===== src/rtl/divisor_pkg.sv =====
// divisor_pkg: shared state encoding and default width for the divider
package divisor_pkg;
  typedef enum logic [1:0] {IDLE, CALC, DONE} state_t;
  localparam int n_def = 19;
endpackage


===== src/rtl/divisor_if.sv =====
// divisor_if: request/result bundle between a divider client and the divider
interface divisor_if import divisor_pkg::*; #(parameter int n = n_def);
  logic start;
  logic [n-1:0] A, B, out, rem;
  logic busy, done, overflow, div_cero, car;
  modport master(output start, A, B, input out, rem, busy, done, overflow, div_cero, car);
  modport slave(input start, A, B, output out, rem, busy, done, overflow, div_cero, car);
endinterface


===== src/rtl/divisor_paso_division.sv =====
// paso_division: one combinational restoring-division step on n+1-bit magnitudes
module paso_division import divisor_pkg::*; #(parameter int n = n_def) (
  input  logic [n:0] r,
  input  logic       db,
  input  logic [n:0] d,
  output logic [n:0] r_nx,
  output logic       q
);
  logic [n+1:0] diff;
  // the borrow out of the trial subtraction decides the quotient bit
  assign diff = {r, db} - {1'b0, d};
  assign q = ~diff[n+1];
  assign r_nx = q ? diff[n:0] : {r[n-1:0], db};
endmodule


===== src/rtl/divisor.sv =====
// divisor: fixed-latency signed restoring divider, one quotient bit per cycle
module divisor import divisor_pkg::*; #(parameter int n = n_def) (
  input logic clk,
  input logic rst,
  divisor_if.slave bus
);
  localparam int cw = $clog2(n);
  localparam logic [n-1:0] minv = {1'b1, {(n-1){1'b0}}};
  state_t state, nxt;
  logic ld, qb, qneg, ovf, b0, last;
  logic [cw-1:0] cnt;
  logic [n-1:0] a_r, b_r, dq, qf;
  logic [n:0] r, mb, r_nx;
  paso_division #(.n(n)) u_paso (.r(r), .db(dq[n-1]), .d(mb), .r_nx(r_nx), .q(qb));
  assign last = cnt == cw'(n-1);
  assign qf = {dq[n-2:0], qb};
  assign b0 = b_r == '0;
  assign ovf = a_r == minv && b_r == '1;
  assign qneg = (a_r[n-1] ^ b_r[n-1]) && qf != '0;
  assign bus.car = 1'b0;
  always_ff @(posedge clk) state <= rst ? IDLE : nxt;
  always_comb begin
    nxt = state;
    nxt = state == IDLE ? (bus.start ? CALC : IDLE) :
          state == CALC ? (!ld && last ? DONE : CALC) : IDLE;
    bus.busy = state == CALC;
    bus.done = state == DONE;
  end
  // the cycle after acceptance converts operands to magnitudes, keeping latency fixed at n+1
  always_ff @(posedge clk) begin
    if (rst) begin
      ld <= 1'b0;
      cnt <= '0;
      a_r <= '0;
      b_r <= '0;
      dq <= '0;
      r <= '0;
      mb <= '0;
      bus.out <= '0;
      bus.rem <= '0;
      bus.overflow <= 1'b0;
      bus.div_cero <= 1'b0;
    end else if (state == IDLE && bus.start) begin
      a_r <= bus.A;
      b_r <= bus.B;
      ld <= 1'b1;
      cnt <= '0;
      bus.overflow <= 1'b0;
      bus.div_cero <= 1'b0;
    end else if (state == CALC && ld) begin
      ld <= 1'b0;
      dq <= a_r[n-1] ? -a_r : a_r;
      mb <= b_r[n-1] ? -{1'b1, b_r} : {1'b0, b_r};
      r <= '0;
    end else if (state == CALC) begin
      r <= r_nx;
      dq <= qf;
      cnt <= cnt + 1'b1;
      if (last) begin
        bus.div_cero <= b0;
        bus.overflow <= ovf && !b0;
        bus.out <= b0 ? '1 : ovf ? a_r : qneg ? -qf : qf;
        bus.rem <= b0 ? a_r : ovf ? '0 : a_r[n-1] ? -r_nx[n-1:0] : r_nx[n-1:0];
      end
    end
  end
endmodule


===== src/flat_wrapper.sv =====
// flat-port wrapper written by rule: the top's interface ports become plain ports
module divisor_flat import divisor_pkg::*;
#(parameter int n = n_def)
  (clk, rst, bus_start, bus_A, bus_B, bus_out, bus_rem, bus_busy, bus_done, bus_overflow, bus_div_cero, bus_car);
  divisor_if #(.n(n)) bus_i ();
  input logic clk;
  input logic rst;
  input wire logic [$bits(bus_i.start)-1:0] bus_start;
  input wire logic [$bits(bus_i.A)-1:0] bus_A;
  input wire logic [$bits(bus_i.B)-1:0] bus_B;
  output wire logic [$bits(bus_i.out)-1:0] bus_out;
  output wire logic [$bits(bus_i.rem)-1:0] bus_rem;
  output wire logic [$bits(bus_i.busy)-1:0] bus_busy;
  output wire logic [$bits(bus_i.done)-1:0] bus_done;
  output wire logic [$bits(bus_i.overflow)-1:0] bus_overflow;
  output wire logic [$bits(bus_i.div_cero)-1:0] bus_div_cero;
  output wire logic [$bits(bus_i.car)-1:0] bus_car;
  assign bus_i.start = bus_start;
  assign bus_i.A = bus_A;
  assign bus_i.B = bus_B;
  assign bus_out = bus_i.out;
  assign bus_rem = bus_i.rem;
  assign bus_busy = bus_i.busy;
  assign bus_done = bus_i.done;
  assign bus_overflow = bus_i.overflow;
  assign bus_div_cero = bus_i.div_cero;
  assign bus_car = bus_i.car;
  divisor #(.n(n)) u_core (.clk(clk), .rst(rst), .bus(bus_i));
endmodule

===== config.mk =====
export PLATFORM = sky130hd
export DESIGN_NAME = divisor_flat
export DESIGN_NICKNAME = d
export VERILOG_FILES = /design/src/rtl/divisor_pkg.sv /design/src/rtl/divisor_if.sv /design/src/rtl/divisor_paso_division.sv /design/src/rtl/divisor.sv /design/src/flat_wrapper.sv
export SDC_FILE = /design/constraint.sdc
export NUM_CORES = 1
export LEC_CHECK = 0
export CORE_MARGIN = 1
export CORE_UTILIZATION = 35
export CTS_BUF_LIST = sky130_fd_sc_hd__clkbuf_8
export DETAILED_ROUTE_END_ITERATION = 16
export PLACE_DENSITY = 0.55
export SKIP_CTS_REPAIR_TIMING = 1
export SLEW_MARGIN = 30
export SYNTH_ARGS = -nofsm -noshare
export SYNTH_HDL_FRONTEND = slang
export SYNTH_SLANG_ARGS = --single-unit

===== constraint.sdc =====
create_clock -name clk -period 4.68 [get_ports clk]
set_input_delay 0.936 -clock clk [delete_from_list [all_inputs] [get_ports clk]]
set_output_delay 0.936 -clock clk [all_outputs]
set_load 0.03 [all_outputs]

==> out/qor.txt <==
outcome: completed
DR pass1 iterations: 5
hold wc startpoint: u_core.mb[9]$_SDFFE_PP0P_
DPL Wire Length: 19400 µm
Net Sw Frac: 49.8%
Worst Reg-to-Reg Cells: 18
Die Ht: 159 µm
vias per cell: 5.36
clk buf depth: 2
Setup CP Type: reg2reg
CP max-delay cell: o21ai_0
Num CTS Buffers: 17
grt peak-use layer: met2
vias after detailed routing: 8189
crit path cell chain: inv_1 -> ha_1 -> fa_1 -> nand2b_1 -> a211oi_2 -> o21ai_2 -> a41oi_2 -> nor2_8 -> inv_4 -> ha_1 -> nand3_1 -> nor4_1 -> nand2_1 -> o21ai_0 -> a21oi_1 -> xor2_1 -> nor3_1 -> nor4_1
crit-path max cell delay: 0.49 ns
Pint: 3510 µW
Post-synth top flop: dfxtp_1
combinational fraction of design power: 64.9%
Crit path required time: 5.03 ns
f_max: 236 MHz
first-pass GRT wire length: 42400 µm
setup_tns: 0 ns
top-count cell post-synth: nand2_1
synth top area cells: dfxtp_1, nand2_1, a21oi_1, nor2_1, xor2_1
leakage power total: 0.00366 µW
total net switching power: 3490 µW
Core Area: 23800 µm²
r2r setup slk: 0.45 ns
synth warn: 0
Final min period: 4.23 ns
Hold Path Stages: 2
pin count of the biggest net entering global routing: 99
mapped cell area: 8590 µm²
sequential fraction of design power: 21.0%
total power draw: 6990 µW
number of synthesized flops with an enable pin: 0
reg2reg end: u_core.bus.out[7]$_SDFFE_PP0P_
worst min-delay path endpoint: u_core.mb[9]$_SDFFE_PP0P_
Post-Synthesis Cells: 1148
Avg WL per Cell: 17.2 µm
port bufs: 82
initial antenna violation count: 0
met3 usage in global routing: 3.81%
period utilization: 90.4%
Slew @ Worst Pin: 0.902 ns
Post-DRT Antenna Nets: 0
CP top delay family: compound AO/OA/AOI/OAI gates
Clock transition at path regs: 0.08 ns
max-slew violations: 0
M1 GR Usage: 32.3%
PD cells: 697 nW/µm²
CP startpoint kind: flop
max_slew headroom: 38.9%
post-synth top area cell: dfxtp_1
worst-skew pair later-pin latency: 0.47 ns
Total Wirelength: 26300 µm
initial core utilization: 36.2%
RSZ-0062 raised after global routing: no
buffer and inverter count on the worst path: 2
R2R Path Start: u_core.dq[18]$_SDFFE_PP0P_
row count: 56
DIE AREA: 25200 µm²
Net Count, Synth: 1217
Cell variety after synth: 77
Mean Syn Cell Area: 7.48 µm²
met2 Resource Use GR: 32.5%
Worst Hold Class: reg2reg
clk_skew: 0.0144 ns
post-synthesis sequential area ratio: 33.8%
asr flop ratio synth: 0%
critical path endpoint category: flop
Hold Vio Cnt, Final: 0
1st-iter DRT viols: 566
total I/O pin count: 84
htree depth: 4
die width: 159 µm
CTS tree: yes
post-synth top area share: 33.8%
Area Growth Syn to Fin: 16.9%
final net count: 1265
GR Overflow Total: 0
max cap viols: 0
vias in the first global route: 7522
CP max FO: 5
CP arrival: 4.58 ns
# diodes: 0
Final Wtd Congestion: 0.882
#FFs+latches synth: 145
Post-synth top cells: nand2_1, dfxtp_1, nor2_1
DR DRC count: 0
total track usage: 22.1%
fillers: 2449
share of layout cells above drive strength 1: 6.53%
IR drop worst, VDD: 0.000408 V
final setup violating endpoints: 0
Clk network pwr share: 14.1%
Root Buffer: clkbuf_8
clock sinks: 145
[cells in the final DEF (no fill, tap or decap), types with 5 or more instances in the layout]
master and n:
and3_1 6, a22oi_1 10, o211ai_1 9, o21ai_1 5, clkbuf_8 20, a31oi_1 9
ha_1 27, a211oi_1 36, or3_1 6, o21ai_0 60, a21oi_1 115, dfxtp_1 145
o31ai_1 12, nor2_1 129, or4_1 6, and2_1 7, nand2_1 194, inv_1 42
xnor2_1 30, mux2i_1 17, clkinvlp_4 5, nand3_1 28, nand4_1 11, buf_4 17
o41ai_1 7, clkdlybuf4s50_1 81, nor2b_1 5, nand2b_1 9, xor2_1 53, nor4_1 9
nor3_1 24
[area by class of cell]
| cell class | instances | area (µm²) | share of cell area [%] |
|---|---|---|---|
| Sequential cell | 145 | 2900 | 28.9 |
| Tap cell | 319 | 399 | 3.98 |
| Inverter | 43 | 164 | 1.63 |
| Timing Repair Buffer | 99 | 950 | 9.46 |
| Clock buffer | 20 | 275 | 2.74 |
| Clock inverter | 12 | 110 | 1.10 |
| Multi-Input combinational cell | 890 | 5240 | 52.2 |
[state kept, by name, summed over array words and instances (netlist names)]
signal               cells
u_core.mb               20
u_core.r                20
u_core.a_r              19
u_core.b_r              19
u_core.bus.out          19
u_core.bus.rem          19
u_core.dq               19
u_core.cnt               5
u_core.state             2
u_core.bus.div_cero      1
u_core.bus.overflow      1
u_core.ld                1
[routing by layer]
metal,part of all wire [%],vias up,routed length [µm]
met5,0,-,0
met4,1.8,0,471
met3,6.1,29,1610
li1,-,4099,-
met1,50,3808,13100
met2,42,253,11100
[worst reg2reg max path: cells and delay by family (launching register included)]
kind	cells	cell delay (ns)
compound gates	5	1.35
simple gates	7	1.23
flops	1	0.38
buf+inv	2	0.13
fa+ha+maj	3	0.84
xor+xnor	1	0.17
[how the worst max path moves through the flow]
stage	start	endpoint	slack, ns	cells past startpoint
6_report	u_core.dq[18]$_SDFFE_PP0P_	u_core.bus.out[7]$_SDFFE_PP0P_	0.45	18
5_1_grt	u_core.dq[18]$_SDFFE_PP0P_	u_core.bus.out[7]$_SDFFE_PP0P_	0.08	18
4_1_cts	u_core.dq[18]$_SDFFE_PP0P_	u_core.bus.out[7]$_SDFFE_PP0P_	0.45	18
3_5_place_dp	u_core.dq[18]$_SDFFE_PP0P_	u_core.bus.out[7]$_SDFFE_PP0P_	0.49	18
3_3_place_gp	u_core.dq[18]$_SDFFE_PP0P_	u_core.bus.out[14]$_SDFFE_PP0P_	0.56	18
2_1_floorplan	u_core.dq[18]$_SDFFE_PP0P_	u_core.bus.out[16]$_SDFFE_PP0P_	0.43	20
[power by group through the flow]
stage | Combinational, µW | Sequential (µW) | Clock, µW
after CTS | 4520 | 1470 | 1010
after detailed placement | 4490 | 1490 | 0
after global routing | 4990 | 1480 | 1050
after global placement | 4510 | 1500 | 0
after floorplan | 3500 | 1430 | 0
final | 4540 | 1470 | 984
[logic make-up (layout without fill, tap and decap cells)]
kind of cell             Yosys count  count (layout)  share of synthesized area, %
multiplexers                      18              18                          2.11
flip-flops                       145             145                          33.8
adder cells (fa/ha/maj)           28              28                          4.17
AO/OA/AOI/OAI                    303             303                          22.3
AND/OR/NAND/NOR                  457             457                          23.9
buffers and inverters            113             174                          5.26
other                              1               1                        0.0437
XOR/XNOR                          83              83                          8.47
[metrics by stage]
| stage | hold WS (ns) | instance area (µm²) | worst slack (ns) | util, % | instances |
|---|---|---|---|---|---|
| after floorplan | 0.430 | 8590 | 0.432 | - | 1148 |
| after global placement | 0.445 | 9650 | 0.565 | 40.6 | 1496 |
| after detailed placement | 0.450 | 9650 | 0.486 | 40.6 | 1496 |
| after CTS | 0.459 | 10000 | 0.454 | 42.3 | 1528 |
| after global routing | 0.485 | 10000 | 0.0765 | 42.3 | 1528 |
| final | 0.459 | 10000 | 0.447 | 42.3 | 1528 |
No activity file was read; power rests on OpenSTA's default activity.
